[src/rtl/rfid_pkg.sv]
// Shared types and defaults for the RFID UID authentication block.
package rfid_pkg;

    typedef enum logic [1:0] {
        IDLE    = 2'd0,
        SCAN    = 2'd1,
        RESULT  = 2'd2,
        LOCKOUT = 2'd3
    } rfid_state_t;

    localparam int          UID_BITS_DEF   = 32;
    localparam logic [31:0] MASTER_UID_DEF = 32'hDEADBEEF;

    function automatic int addr_w(input int n);
        return (n > 1) ? $clog2(n) : 1;
    endfunction

endpackage

[src/rtl/rfid_uid_table.sv]
// Enrolled-UID slot storage: one write port, one combinational indexed read.
module rfid_uid_table #(
    parameter int BITS  = 32,
    parameter int SLOTS = 4,
    parameter int AW    = 2
) (
    input  logic            clk_system,
    input  logic            wr_en,
    input  logic [AW-1:0]   wr_addr,
    input  logic [BITS-1:0] wr_data,
    input  logic [AW-1:0]   rd_addr,
    output logic [BITS-1:0] rd_data
);

    // Contents are never reset; table_count gates their visibility.
    logic [BITS-1:0] mem [SLOTS];

    always_ff @(posedge clk_system) begin
        if (wr_en) begin
            mem[wr_addr] <= wr_data;
        end
    end

    assign rd_data = mem[rd_addr];

endmodule

[src/rtl/rfid_uid_auth.sv]
// RFID UID enroll/verify engine with failure lockout.
// Optional master UID bypass: define RFID_UID_AUTH_MASTER_EN.
import rfid_pkg::*;

module rfid_uid_auth #(
    parameter int BITS           = UID_BITS_DEF,
    parameter int SLOTS          = 4,
    parameter int MAX_FAILS      = 3,
    parameter int LOCKOUT_CYCLES = 1000
`ifdef RFID_UID_AUTH_MASTER_EN
    ,
    parameter logic [BITS-1:0] MASTER_UID = BITS'(MASTER_UID_DEF)
`endif
) (
    input  logic                       clk_system,
    input  logic                       reset_system,
    input  logic                       uid_valid,
    input  logic [BITS-1:0]            uid,
    output logic                       uid_ready,
    input  logic                       enroll_mode,
    input  logic                       clear_table,
    output logic                       result_valid,
    output logic                       result_ok,
    output logic                       locked,
    output logic [$clog2(SLOTS+1)-1:0] table_count
);

    localparam int CW = $clog2(SLOTS + 1);
    localparam int AW = addr_w(SLOTS);
    localparam int FW = $clog2(MAX_FAILS + 1);
    localparam int LW = $clog2(LOCKOUT_CYCLES + 1);

    rfid_state_t     state, state_n;
    logic [AW-1:0]   idx, idx_n;
    logic [BITS-1:0] uid_q, uid_n;
    logic            enr_q, enr_n;
    logic            ok_q, ok_n;
    logic [FW-1:0]   fail_cnt, fail_n;
    logic [CW-1:0]   cnt_q, cnt_n;
    logic [LW-1:0]   lk_cnt, lk_n;

    logic            wr_en;
    logic [BITS-1:0] rd_uid;
    logic            slot_hit;
    logic            master_hit;
    logic            hit;
    logic            last;

    rfid_uid_table #(
        .BITS  (BITS),
        .SLOTS (SLOTS),
        .AW    (AW)
    ) u_table (
        .clk_system (clk_system),
        .wr_en      (wr_en),
        .wr_addr    (AW'(cnt_q)),
        .wr_data    (uid_q),
        .rd_addr    (idx),
        .rd_data    (rd_uid)
    );

    assign slot_hit = (CW'(idx) < cnt_q) && (rd_uid == uid_q);
    // Also covers the empty table: one SCAN cycle, then RESULT.
    assign last     = (CW'(idx) + CW'(1)) >= cnt_q;

`ifdef RFID_UID_AUTH_MASTER_EN
    assign master_hit = !enr_q && (idx == '0) && (uid_q == MASTER_UID);
`else
    assign master_hit = 1'b0;
`endif

    assign hit = slot_hit || master_hit;

    always_comb begin
        state_n = state;
        idx_n   = idx;
        uid_n   = uid_q;
        enr_n   = enr_q;
        ok_n    = ok_q;
        fail_n  = fail_cnt;
        cnt_n   = cnt_q;
        lk_n    = lk_cnt;
        wr_en   = 1'b0;
        case (state)
            IDLE: begin
                if (uid_valid) begin
                    uid_n   = uid;
                    enr_n   = enroll_mode;
                    idx_n   = '0;
                    state_n = SCAN;
                end else if (clear_table) begin
                    cnt_n = '0;
                end
            end
            SCAN: begin
                if (hit || last) begin
                    state_n = RESULT;
                    idx_n   = '0;
                    if (enr_q) begin
                        if (hit) begin
                            ok_n = 1'b1;
                        end else if (cnt_q < CW'(SLOTS)) begin
                            wr_en = 1'b1;
                            cnt_n = cnt_q + CW'(1);
                            ok_n  = 1'b1;
                        end else begin
                            ok_n = 1'b0;
                        end
                    end else if (hit) begin
                        ok_n   = 1'b1;
                        fail_n = '0;
                    end else begin
                        ok_n   = 1'b0;
                        fail_n = fail_cnt + FW'(1);
                    end
                end else begin
                    idx_n = idx + AW'(1);
                end
            end
            RESULT: begin
                if (fail_cnt >= FW'(MAX_FAILS)) begin
                    state_n = LOCKOUT;
                    lk_n    = '0;
                end else begin
                    state_n = IDLE;
                end
            end
            LOCKOUT: begin
                if (lk_cnt == LW'(LOCKOUT_CYCLES - 1)) begin
                    state_n = IDLE;
                    fail_n  = '0;
                    lk_n    = '0;
                end else begin
                    lk_n = lk_cnt + LW'(1);
                end
            end
            default: state_n = IDLE;
        endcase
    end

    always_ff @(posedge clk_system) begin
        if (!reset_system) begin
            state    <= IDLE;
            idx      <= '0;
            uid_q    <= '0;
            enr_q    <= 1'b0;
            ok_q     <= 1'b0;
            fail_cnt <= '0;
            cnt_q    <= '0;
            lk_cnt   <= '0;
        end else begin
            state    <= state_n;
            idx      <= idx_n;
            uid_q    <= uid_n;
            enr_q    <= enr_n;
            ok_q     <= ok_n;
            fail_cnt <= fail_n;
            cnt_q    <= cnt_n;
            lk_cnt   <= lk_n;
        end
    end

    assign uid_ready    = (state == IDLE);
    assign result_valid = (state == RESULT);
    assign result_ok    = (state == RESULT) && ok_q;
    assign locked       = (state == LOCKOUT);
    assign table_count  = cnt_q;

endmodule

[config.mk]
export PLATFORM = sky130hd
export DESIGN_NAME = rfid_uid_auth
export DESIGN_NICKNAME = d
export VERILOG_FILES = /design/src/rtl/rfid_pkg.sv /design/src/rtl/rfid_uid_table.sv /design/src/rtl/rfid_uid_auth.sv
export SDC_FILE = /design/constraint.sdc
export NUM_CORES = 1
export LEC_CHECK = 0
export ABC_AREA = 1
export CAP_MARGIN = 20
export CELL_PAD_IN_SITES_DETAIL_PLACEMENT = 2
export CELL_PAD_IN_SITES_GLOBAL_PLACEMENT = 2
export CORE_MARGIN = 4
export CORE_UTILIZATION = 34
export DETAILED_ROUTE_END_ITERATION = 7
export GPL_TIMING_DRIVEN = 0
export PLACE_DENSITY_LB_ADDON = 0.15
export SETUP_SLACK_MARGIN = 0.15
export SLEW_MARGIN = 40
export SYNTH_ARGS = -nofsm -noshare
export SYNTH_HDL_FRONTEND = slang
export SYNTH_HIERARCHICAL = 1
export SYNTH_SLANG_ARGS = --single-unit
[constraint.sdc]
create_clock -name clk_system -period 4.8 [get_ports clk_system]
set_input_delay 0.96 -clock clk_system [delete_from_list [all_inputs] [get_ports clk_system]]
set_output_delay 0.96 -clock clk_system [all_outputs]
set_load 0.05 [all_outputs]
==> impl_results.md <==
- WS Path Type: reg -> reg
- Required time worst endpoint: between 4 and 5 ns
- Die Span X: between 150 and 200 um
- Int Pwr: roughly 2800 uW
- Worst path top cell family by delay: buffers and inverters
- Crit path DAT: just over 4 ns
- CP max-delay cell: dfxtp_1
- Seq/Total Area, Yosys: 0.577
- Worst R2R End: u_table/mem[0][11]$_DFFE_PP_
- Initial Util: 0.347
- Worst hold path type: reg -> reg
- Inst Count DP: about 1400
- Ys Warns: 6
- Share of the synthesized area in the top cell type: 0.452
- Root Buffer: clkbuf_16
- Highest clock rate: between 200 and 300 MHz
- EDFF count, synth: 128
- H-tree depth: 4
- CP most frequent cell: nand2_1
- Area occupied by multi-input gates: ~2700 um^2
- Reg clk slew, reported paths: approximately 0.080 ns
- Post-synthesis cell type with the largest combined area: edfxtp_1
- Post-DRT Antenna Nets: 0
- Final global-route overflow total: 0
- P per Cell Area: slightly above 400 nW/um^2
- Area Growth Syn to Fin: 19.4%
- Switching share of power: 0.313
- Ys async rst share: 0
- Cts hold-fix bufs: 0
- Core area: roughly 24000 um^2
- Final Max Tran Viols: 0
- Final RePlAce weighted congestion: 0.768
- DR iter-0 viols: 326
- Setup Skew: 0.0171 ns
- P_leak: approximately 0.0045 uW
- WHS Path Cells: 2
- Buf+Inv Stages, Crit Path: 7
- Dominant synthesized flop cell: edfxtp_1
- Yosys reg bits: 181
- Reg area: around 4900 um^2
- Diode count: 0
- HPWL Detailed: slightly below 20000 um
- # nets final: 1111
- M3 GR Usage: 0.0302
- Final min period: between 3 and 4 ns
- TritonCTS Buffers: 17
- GR peak layer: met2
- VDD IR-drop max: between 0.00015 and 0.0002 V
- Met2 Resource Use GR: 0.353
- Worst setup SP type: flip-flop
- Worst setup EP type: flip-flop
- Avg Inst Size Synth: 8.69 um^2
- FP Rows: 57
- WL/cell: 18.9 um
- Port bufs: 42
- Synth unique cells: between 40 and 50
- Logic pwr share: 0.196
- Syn_nets: approximately 1000
- Layout cell share with drive strength beyond 1: 0.103
- R2R setup slack: a little over 0.8 ns
- First-pass GRT wire length: 41400 um
- Clk sink count: roughly 180
- Util after Layout: 0.415
- Clock Tree Buf Depth: 2
- Worst Tran Pin Value: just under 0.8 ns
- Largest net degree at the start of global routing: 18
- Slew HR: 0.475
- Vias in the first global route: 7491
- # IOs: 44
- Post-Syn Instances: roughly 1000
- Mapped Area: about 8500 um^2
- Clock share of power: 0.354
- Die height: 166 um
- FILL cells: 2698
- Clk_lat worst skew: about 0.45 ns
- Max_cap viols: 0
- Hold_sp: lk_cnt[1]$_SDFFE_PN0P_
- Final wirelength: around 26000 um
- RSZ-0062 raised after global routing: false
- Crit path cell chain: inv_2 -> buf_2 -> nand2_1 -> nand3_1 -> nand2_1 -> xnor2_1 -> nand2_1 -> nor2_1 -> nand2_1 -> nor2_2 -> nand3_4 -> nand2_1 -> nand2_1 -> nor2_1 -> inv_1 -> nor3_2 -> buf_2 -> buf_4 -> buf_4 -> buf_2
- Drc violations: 0
- Most common cell after layout, fill and taps aside: nand2_1
- Worst path max stage delay: 0.37 ns
- Met1 Usage GRT: 0.235
- Vias: about 6600
- Final number of setup-violating endpoints: 0
- Via density: approximately 4.7
- Hold Vio Cnt, Final: 0
- DRT Pass-1 Iters: 4
- GRT Total Usage: 0.195
- Reg power frac: 0.450
- Post CTS Setup Buffer Count: 0
- Fin cells: 1402
- CP Max Fanout: 10
- Switch Pwr: 1290 uW
- Die area: about 28000 um^2
- Post_cts resized: 0
- Initial antenna violation count: 0
- FF-to-FF Start: idx[0]$_SDFFE_PN0P_
- Status: finished clean
- Min-Delay Endpoint: lk_cnt[1]$_SDFFE_PN0P_
- Synth top area cells: edfxtp_1 (45%), dfxtp_1 (12%), nand2_1 (12%), inv_1 (8.2%), nand3_1 (4.3%)
- Worst Reg-to-Reg Cells: 20
- CTS tree: yes
- Final Cycle Share: 0.829
- Most frequent cells in the layout: nand2_1 (267), inv_1 (186), edfxtp_1 (128)
[flip-flops by register name (all words and copies together) (netlist names)]
register and cells:
enr_q 1, fail_cnt 2, idx 2, lk_cnt 10, ok_q 1, state 2, table_count 3, u_table/mem 128
uid_q 32
[cells by family after synthesis]
group	after synthesis	share of synthesized area
buf+inv	230	0.111
compound gates	87	0.0543
simple gates	455	0.228
flops	181	0.577
fa+ha+maj	9	0.0132
xor+xnor	16	0.0165
[worst min-delay path, cell delays in order (launching register included)]
cell	delay, ns
dfxtp_1	0.33
nand2_1	0.06
a21oi_1	0.05
[per-layer routing]
layer | part of all wire | wire, um
met1 | 0.43 | 11300
met2 | 0.52 | 13800
met3 | 0.032 | 838
met4 | 0.021 | 565
met5 | 0 | 0
[metrics by stage]
stage	power, uW	hold slack (ns)	instance area (um^2)	setup TNS (ns)	worst slack (ns)
2_1_floorplan	2390	0.431	8500	0	0.132
3_3_place_gp	2680	0.469	9330	-351.24	-2.79
3_5_place_dp	2720	0.476	9520	0	0.753
4_1_cts	4200	0.487	10100	0	0.708
5_1_grt	4350	0.518	10100	0	0.428
6_report	4140	0.487	10100	0	0.822
[worst max-delay path by stage]
stage | depth (start not counted) | from | slack (ns) | end
after floorplan | 13 | table_count[1]$_SDFFE_PN0P_ | 0.13 | u_table/mem[0][0]$_DFFE_PP_
after global placement | 16 | idx[0]$_SDFFE_PN0P_ | -2.79 | u_table/mem[1][12]$_DFFE_PP_
after detailed placement | 20 | idx[0]$_SDFFE_PN0P_ | 0.75 | u_table/mem[0][13]$_DFFE_PP_
after CTS | 20 | idx[0]$_SDFFE_PN0P_ | 0.71 | u_table/mem[0][11]$_DFFE_PP_
after global routing | 20 | idx[0]$_SDFFE_PN0P_ | 0.43 | u_table/mem[0][11]$_DFFE_PP_
final | 20 | idx[0]$_SDFFE_PN0P_ | 0.82 | u_table/mem[0][11]$_DFFE_PP_
[synth_stat cells (10+ instances only)]
cell and instances:
a21oi_1 30, inv_2 12, nand2_1 267, o21ai_0 41, inv_1 186, edfxtp_1 128, nor2_1 78, clkbuf_1 10
dfxtp_1 53, xnor2_1 12, nand3_1 73
[layout make-up]
cell class | instances | share of cell area
Sequential cell | 181 | 0.483
Multi-Input combinational cell | 567 | 0.263
Inverter | 199 | 0.0736
Timing Repair Buffer | 68 | 0.0588
Clock buffer | 20 | 0.0482
Tap cell | 324 | 0.0400
Buffer | 31 | 0.0195
Clock inverter | 12 | 0.0130
[power by group through the flow]
stage	Clock [uW]	Combinational (uW)	Sequential [uW]
global route	1560	910	1880
detailed placement	0	820	1900
floorplan	0	500	1890
CTS	1500	829	1860
global placement	0	785	1890
finish	1460	810	1860
No activity file was read; power rests on OpenSTA's default activity.
